## config.mk

```make
export PLATFORM = sky130hd
export DESIGN_NAME = center_of_mass
export DESIGN_NICKNAME = d
export VERILOG_FILES = /design/src/rtl/com_pkg.sv /design/src/rtl/divider.sv /design/src/rtl/center_of_mass.sv
export SDC_FILE = /design/constraint.sdc
export NUM_CORES = 1
export LEC_CHECK = 0
export BUFFER_PORTS_ARGS = -buffer_cell sky130_fd_sc_hd__buf_2
export CAP_MARGIN = 20
export CORE_MARGIN = 3
export CORE_UTILIZATION = 65
export DETAILED_ROUTE_END_ITERATION = 16
export PLACE_DENSITY = 0.82
export SLEW_MARGIN = 5
export SYNTH_ARGS = -nofsm -noshare
export SYNTH_HDL_FRONTEND = slang
export SYNTH_SLANG_ARGS = --single-unit
```

## constraint.sdc

```tcl
create_clock -name clk_in -period 10.4 [get_ports clk_in]
set_input_delay 2.08 -clock clk_in [delete_from_list [all_inputs] [get_ports clk_in]]
set_output_delay 2.08 -clock clk_in [all_outputs]
set_load 0.01 [all_outputs]
```

## src/rtl/com_pkg.sv

```systemverilog
// Shared definitions for the centroid engine: datapath width default, FSM
// encoding and the active video area used by stimulus generators.
package com_pkg;

  localparam int DIV_BITS_DEFAULT = 32;

  localparam int H_ACTIVE = 1024;
  localparam int V_ACTIVE = 768;

  typedef enum logic {
    IDLE,
    DIVIDING
  } state_t;

endpackage

```

## src/rtl/divider.sv

```systemverilog
// Restoring unsigned divider, one quotient bit per cycle. The first bit is
// resolved on the start edge, so valid_out pulses DIV_BITS cycles after start_in.
module divider
  import com_pkg::*;
#(
  parameter int DIV_BITS = DIV_BITS_DEFAULT
) (
  input  logic                clk_in,
  input  logic                rst_in,
  input  logic                start_in,
  input  logic [DIV_BITS-1:0] dividend_in,
  input  logic [DIV_BITS-1:0] divisor_in,
  output logic [DIV_BITS-1:0] quotient_out,
  output logic [DIV_BITS-1:0] remainder_out,
  output logic                valid_out,
  output logic                busy_out
);

  localparam int CNT_W = $clog2(DIV_BITS + 1);

  logic [DIV_BITS-1:0] rem_q, quo_q, div_q;
  logic [CNT_W-1:0]    cnt;
  logic [DIV_BITS-1:0] src_rem, src_quo, src_div, next_rem, next_quo;
  logic [DIV_BITS:0]   shifted, diff;
  logic                fits;

  // NOTE: every output of a combinational block gets a default on entry so
  // no path leaves it unassigned; otherwise synthesis infers a latch.
  always_comb begin
    src_rem  = start_in ? '0 : rem_q;
    src_quo  = start_in ? dividend_in : quo_q;
    src_div  = start_in ? divisor_in : div_q;
    shifted  = {src_rem, src_quo[DIV_BITS-1]};
    diff     = shifted - {1'b0, src_div};
    fits     = ~diff[DIV_BITS];
    next_rem = fits ? diff[DIV_BITS-1:0] : shifted[DIV_BITS-1:0];
    next_quo = {src_quo[DIV_BITS-2:0], fits};
  end

  // NOTE: state registers use non-blocking assignments so every flop samples
  // pre-edge values regardless of statement order.
  always_ff @(posedge clk_in) begin
    if (rst_in) begin
      rem_q     <= '0;
      quo_q     <= '0;
      div_q     <= '0;
      cnt       <= '0;
      busy_out  <= 1'b0;
      valid_out <= 1'b0;
    end else begin
      valid_out <= 1'b0;
      if (start_in) begin
        rem_q    <= next_rem;
        quo_q    <= next_quo;
        div_q    <= divisor_in;
        cnt      <= CNT_W'(DIV_BITS - 1);
        busy_out <= 1'b1;
      end else if (busy_out) begin
        rem_q <= next_rem;
        quo_q <= next_quo;
        cnt   <= cnt - CNT_W'(1);
        if (cnt == CNT_W'(1)) begin
          busy_out  <= 1'b0;
          valid_out <= 1'b1;
        end
      end
    end
  end

  assign quotient_out  = quo_q;
  assign remainder_out = rem_q;

endmodule

```

## src/rtl/center_of_mass.sv

```systemverilog
// Per-frame centroid: accumulates mask-true pixel coordinates, and on an
// end-of-frame strobe divides the sums by the pixel count into registered x/y.
module center_of_mass
  import com_pkg::*;
#(
  parameter int H_BITS   = 11,
  parameter int V_BITS   = 10,
  parameter int DIV_BITS = DIV_BITS_DEFAULT
) (
  input  logic              clk_in,
  input  logic              rst_in,
  input  logic [H_BITS-1:0] x_in,
  input  logic [V_BITS-1:0] y_in,
  input  logic              valid_in,
  input  logic              tabulate_in,
  output logic [H_BITS-1:0] x_out,
  output logic [V_BITS-1:0] y_out,
  output logic              valid_out
);

  state_t              state;
  logic                start;
  logic [DIV_BITS-1:0] sum_x, sum_y, count;
  logic [DIV_BITS-1:0] next_sum_x, next_sum_y, next_count;
  logic [DIV_BITS-1:0] op_x, op_y, op_count;
  logic [DIV_BITS-1:0] quo_x, quo_y, rem_x, rem_y;
  logic                done_x, done_y, busy_x, busy_y;
  logic                accept;
  logic                unused;

  always_comb begin
    next_sum_x = sum_x;
    next_sum_y = sum_y;
    next_count = count;
    if (valid_in) begin
      next_sum_x = sum_x + DIV_BITS'(x_in);
      next_sum_y = sum_y + DIV_BITS'(y_in);
      next_count = count + DIV_BITS'(1);
    end
  end

  // The tabulate-cycle pixel belongs to the closing frame, hence next_* here.
  assign accept = tabulate_in && (state == IDLE);

  always_ff @(posedge clk_in) begin
    if (rst_in) begin
      state     <= IDLE;
      start     <= 1'b0;
      sum_x     <= '0;
      sum_y     <= '0;
      count     <= '0;
      x_out     <= '0;
      y_out     <= '0;
      valid_out <= 1'b0;
    end else begin
      start     <= 1'b0;
      valid_out <= 1'b0;
      if (accept) begin
        sum_x <= '0;
        sum_y <= '0;
        count <= '0;
      end else begin
        sum_x <= next_sum_x;
        sum_y <= next_sum_y;
        count <= next_count;
      end
      case (state)
        IDLE: begin
          if (accept && (next_count != '0)) begin
            state <= DIVIDING;
            start <= 1'b1;
          end
        end
        DIVIDING: begin
          // Stay busy through the pulse cycle so a coincident tabulate is dropped.
          if (valid_out) begin
            state <= IDLE;
          end else if (done_x) begin
            x_out     <= quo_x[H_BITS-1:0];
            y_out     <= quo_y[V_BITS-1:0];
            valid_out <= 1'b1;
          end
        end
        default: state <= IDLE;
      endcase
    end
  end

  // NOTE: operand registers carry no reset; they are only consumed by a
  // divider start that always follows a load, so their reset value is moot.
  always_ff @(posedge clk_in) begin
    if (accept) begin
      op_x     <= next_sum_x;
      op_y     <= next_sum_y;
      op_count <= next_count;
    end
  end

  divider #(.DIV_BITS(DIV_BITS)) u_div_x (
    .clk_in       (clk_in),
    .rst_in       (rst_in),
    .start_in     (start),
    .dividend_in  (op_x),
    .divisor_in   (op_count),
    .quotient_out (quo_x),
    .remainder_out(rem_x),
    .valid_out    (done_x),
    .busy_out     (busy_x)
  );

  divider #(.DIV_BITS(DIV_BITS)) u_div_y (
    .clk_in       (clk_in),
    .rst_in       (rst_in),
    .start_in     (start),
    .dividend_in  (op_y),
    .divisor_in   (op_count),
    .quotient_out (quo_y),
    .remainder_out(rem_y),
    .valid_out    (done_y),
    .busy_out     (busy_y)
  );

  assign unused = ^{rem_x, rem_y, busy_x, busy_y, done_y,
                    quo_x[DIV_BITS-1:H_BITS], quo_y[DIV_BITS-1:V_BITS]};

endmodule

```

# Word-level counts from Yosys, hierarchy flattened
# Cells that the tools add are included.
dict set report totals {
  inputBits 25
  reg_bits 423
  elab_cells 83
  output_inout_bits 22
}
dict set report op_classes {
  n_mux 34
  n_reduce_logical 11
  bitwise 5
  n_eq_ne 2
  add_sub_neg 7
}
# op n
set ops {}
lappend ops {{$mux W32} 19}
lappend ops {{$sub A33 B32 Y33} 2}
lappend ops {{$add A32 B1 Y32 const B} 1}
lappend ops {{$add A32 B10 Y32} 1}
lappend ops {{$add A32 B11 Y32} 1}
lappend ops {{$reduce_bool A32 Y1} 1}
lappend ops {{$mux W5} 4}
lappend ops {{$eq A6 B1 Y1 const B} 2}
lappend ops {{$sub A6 B1 Y6 const B} 2}
lappend ops {{$mux W1} 10}
lappend ops {{$reduce_or A2 Y1} 3}
lappend ops {{$reduce_or A3 Y1} 2}
lappend ops {{$not A1 Y1} 5}
lappend ops {{$reduce_bool A2 Y1} 2}
lappend ops {{$reduce_and A3 Y1} 1}
lappend ops {{$logic_and A1 B1 Y1} 2}
lappend ops {{$pmux W1 S2} 1}

# Longest topological paths before layout
dict set report depth {
  word_depth 6
  mapped_depth 17
  depth_no_buf 13
}

# Modules after synthesis
# Synthesis repeated with hierarchy kept, for this count alone.
dict set report hier_totals {
  cells_unflattened 2488
  area_unflattened_um2 22401.5
}
# mod area_per_inst_um2 n_inst cells_each
set modules_own_cells {}
lappend modules_own_cells {center_of_mass 9340.2 1 843}
lappend modules_own_cells {{divider at u_div_x} 6737.7 1 855}
lappend modules_own_cells {{divider at u_div_y} 6323.6 1 790}

# Worst setup path before layout
# OpenSTA, ideal clock, no wires.
dict set report synth_path {
  path_type {in2reg}
  start {input port tabulate_in}
  end {register sum_y[10]}
  arrival_ps 7555
  cell_stages 6
  required_time_ps 10285
  setup_slack_ps 2730
  path_buffers 2
  cell_sequence {inv_1 nor2_1 nor2_1 clkbuf_1 clkbuf_1 and2_1}
}
dict set report synth_via {
  elab_chain_cells 2
}
# item line_no
set synth_lines {}
lappend synth_lines {{start, declared} center_of_mass.sv:15} ;# input logic tabulate_in,
lappend synth_lines {{$logic_and A1 B1 Y1} center_of_mass.sv:43} ;# assign accept = tabulate_in && (state == IDLE);
lappend synth_lines {{named net accept} center_of_mass.sv:28} ;# logic accept;
lappend synth_lines {{$reduce_or A2 Y1 (no line)} --}
lappend synth_lines {{end signal, assigned} center_of_mass.sv:64} ;# sum_y <= next_sum_y;
lappend synth_lines {{end, declared} center_of_mass.sv:23} ;# logic [DIV_BITS-1:0] sum_x, sum_y, count;
# The timed path passes the listed nets, and every way through them passes these cells.
# A chain may end at the register's enable or synchronous reset.

# Worst setup path in the final report
dict set report layout_path {
  start {register start}
  end {register u_div_x.rem_q[0], in the netlist u_div_x.remainder_out[0]}
}
dict set report layout_via {
  elab_chain_cells 5
  word_cells_on_any_way 8
  cone_classes {add/sub (1); mux (6); reduce/logical (1)}
}
# item line_no
set layout_lines {}
lappend layout_lines {{start, declared} center_of_mass.sv:22} ;# logic start;
lappend layout_lines {{start signal, assigned} center_of_mass.sv:48} ;# start <= 1'b0;
lappend layout_lines {{start signal, assigned} center_of_mass.sv:56} ;# start <= 1'b0;
lappend layout_lines {{start signal, assigned} center_of_mass.sv:71} ;# start <= 1'b1;
lappend layout_lines {{$mux W32 (on tied branches)} --}
lappend layout_lines {{$sub A33 B32 Y33} divider.sv:34} ;# diff = shifted - {1'b0, src_div};
lappend layout_lines {{$mux W32} divider.sv:36} ;# next_rem = fits ? diff[DIV_BITS-1:0] : shifted[DIV_BITS-1:0];
lappend layout_lines {{$mux W32} divider.sv:58} ;# end else if (busy_out) begin
lappend layout_lines {{$mux W32} divider.sv:52} ;# if (start_in) begin
lappend layout_lines {{end signal, assigned} divider.sv:53} ;# rem_q <= next_rem;
lappend layout_lines {{end signal, assigned} divider.sv:59} ;# rem_q <= next_rem;
lappend layout_lines {{end, declared} divider.sv:21} ;# logic [DIV_BITS-1:0] rem_q, quo_q, div_q;
# Parallel ways exist; a longest one is shown, timed or not. The select of a mux whose other input is x is not followed.

==> results.md <==
* Status: finished clean
* Asr flop ratio synth at 0%
* CP max FO at 74
* Minimum clock period at 5.64 ns
* Crit path capture type: flop
* Synth unique cells at 81
* Cell area after synthesis at 21500 sq um
* Largest net degree at the start of global routing at 90
* Routed Antenna Nets at 0
* H-tree levels at 2
* Final std cells w/o fill at 2798
* Worst EP arrival at 6.13 ns
* Final hold violations at 0
* CTS resizes at 0
* Post-synthesis register bit count at 423
* Average wire per standard cell at 17.2 um
* RSZ-0062 raised after global routing: no
* Flop-to-flop setup slack at 4.76 ns
* Max-slew violation count at 0
* Worst slew pin tran at 1.10 ns
* Hold crit path type: flop to flop
* Cells after Synth at 2344
* Die height at 188 um
* Final setup TNS at 0 ns
* Power Dens Cells at 234 nW/um^2
* Final Setup Violations at 0
* Layout cells sized above 1 at 7.49%
* Placed Cells at 2718
* Reg2reg end: u_div_x.remainder_out[0]
* R2R cell count at 14
* Yosys top cell area share at 30.5%
* Area Growth Syn to Fin at 8.75%
* Total Nets Final at 2447
* GR Overflow Total at 0
* CTS root buf: clkbuf_16
* Total Routed Length at 48100 um
* Starting Density at 67.0%
* HPWL Detailed at 32300 um
* Num rows at 65
* Worst-path clk slew at 0.06 ns
* Most frequent cells in the layout: nor2_1 (351), dfxtp_1 (324), a21oi_1 (183)
* Fill cell count at 2391
* Vias post-DR at 16700
* Initial antenna violation count at 0
* Slew headroom at 26.7%
* # DRC at 0
* Fmax at 177 MHz
* Clock skew at 0.0167 ns
* Yosys top cell by area: dfxtp_1
* Die Wd at 188 um
* Core area at 32000 sq um
* Initial DRC count at 1024
* Number of port buffers at 46
* DIE AREA at 35300 sq um
* Vias in the first global route at 16300
* Worst VDD drop at 285 uV
* Synth area leaders: dfxtp_1 (30%), edfxtp_1 (13%), mux2i_1 (7.0%)
* CP Capture Point: u_div_x.remainder_out[0]
* Startpoint Class: flop
* Sink Count at 423
* Hold Buf Count CTS at 0
* Final antenna diode count at 0
* GPL Wtd Cong at 0.931
* Top FF cell, synth: dfxtp_1
* Vias per cell at 5.95
* FF/Latch Area at 9440 sq um
* Multi-input logic area at 11400 sq um
* CTS tree: yes
* Static Leak at 0.00953 uW
* Post-CTS setup buffers at 0
* Post-synth EDFFs at 96
* Worst setup path startpoint: start
* DR pass1 iterations at 5
* Synthesized net count at 2463
* Total track usage at 26.6%
* Required @ worst endpoint at 10.89 ns
* RR Startpoint: start
* Num CTS Buffers at 43
* Seq/Total Area, Yosys at 43.9%
* Max_cap viols at 0
* First-pass GRT wire length at 79700 um
* Max clock buf depth at 3
* Mean post-synth cell area at 9.17 sq um
* Final worst path period share at 54.2%
* I/O pin count at 47
* Yosys warns at 0
* Fin util at 72.9%
* Clock Latency Late Sink at 0.56 ns
* Setup CP Type: flop to flop
* Commonest non-fill, non-tap cell in the layout: nor2_1
report_power, final:
part           switching [uW]  total [uW]  internal [uW]  leakage [uW]
clock network             663        1580            917      0.000704
registers                75.1        1880           1800       0.00362
logic                    1170        2010            843       0.00520
critical path, stage by stage, from the launching register on:
cell,delay (ns)
dfxtp_4,0.87
buf_4,0.84
mux2i_1,0.35
ha_1,0.24
fa_1,0.21
nand2b_1,0.15
a21oi_1,0.10
o41ai_2,0.52
o21ai_2,0.20
a21oi_1,0.23
o221ai_1,0.26
xnor2_4,0.61
buf_4,0.44
mux2_2,0.38
o21ai_0,0.13
layer usage:
metal  vias to the layer above  GRT usage (%)  part of all wire (%)
li1                       8172              -                     -
met2                       466           46.2                    49
met3                        85           3.33                   4.9
met4                         0           8.66                   2.8
met1                      7936           34.7                    44
met5                         -              0                     0
Yosys cell counts, drive strengths merged (4+ instances only):
cell / number
a2111oi: 6
a211o: 4
a211oi: 42
a21boi: 5
a21o: 32
a21oi: 183
a2bb2oi: 8
a311oi: 4
a31oi: 6
and2: 87
and3: 23
and4: 10
buf: 33
clkbuf: 89
dfxtp: 327
edfxtp: 96
fa: 4
ha: 90
inv: 56
mux2: 22
mux2i: 151
nand2: 150
nand2b: 14
nand3: 50
nand3b: 5
nand4: 30
nor2: 353
nor2b: 84
nor3: 47
nor4: 4
o211ai: 8
o21a: 23
o21ai: 57
o21bai: 9
o221ai: 4
o22ai: 16
o31a: 6
o31ai: 6
or2: 6
or3: 8
xnor2: 82
xor2: 67
how the worst min path moves through the flow:
stage / from / to / slack (ns) / depth (start not counted)
floorplan: state / start / 0.42 / 1
global placement: x_out[6] / x_out[6] / 0.44 / 2
detailed placement: y_out[9] / y_out[9] / 0.45 / 2
CTS: y_out[9] / y_out[9] / 0.45 / 2
global route: y_out[9] / y_out[9] / 0.47 / 2
finish: y_out[9] / y_out[9] / 0.45 / 2
cells by family after synthesis:
| family | synth area share, % |
|---|---|
| AO/OA/AOI/OAI | 13.4 |
| XOR/XNOR | 6.20 |
| adder cells (fa/ha/maj) | 5.61 |
| buffers and inverters | 3.32 |
| flip-flops | 43.9 |
| multiplexers | 8.19 |
| AND/OR/NAND/NOR | 19.4 |
per-stage QoR:
step	hold WS, ns	cell area, sq um	setup WS, ns	power (uW)
after CTS	0.454	23400	4.78	5470
after detailed placement	0.446	21900	4.83	3870
after floorplan	0.418	21500	2.73	3550
final	0.451	23400	4.76	5470
after global placement	0.439	21900	5.01	3830
after global routing	0.473	23400	4.36	5760
flip-flops by register name (all words and copies together), names as in the netlist:
signal / count
u_div_x.div_q: 32
u_div_y.quotient_out: 32
sum_x: 32
u_div_x.quotient_out: 32
u_div_y.cnt: 6
y_out: 10
u_div_x.valid_out: 1
state: 1
start: 1
sum_y: 32
op_x: 32
u_div_y.remainder_out: 32
op_count: 32
x_out: 11
u_div_y.busy_out: 1
valid_out: 1
op_y: 32
u_div_x.cnt: 6
u_div_x.busy_out: 1
u_div_y.div_q: 32
count: 32
u_div_x.remainder_out: 32
area by class of cell:
| type | instances | share of cell area (%) |
|---|---|---|
| multi-input cells | 1741 | 48.7 |
| inverters | 58 | 0.932 |
| clock inverters | 22 | 1.09 |
| repair buffers | 61 | 1.49 |
| clock buffers | 58 | 5.11 |
| flip-flops and latches | 423 | 40.4 |
| well taps | 435 | 2.33 |
No activity file was read; power rests on OpenSTA's default activity.
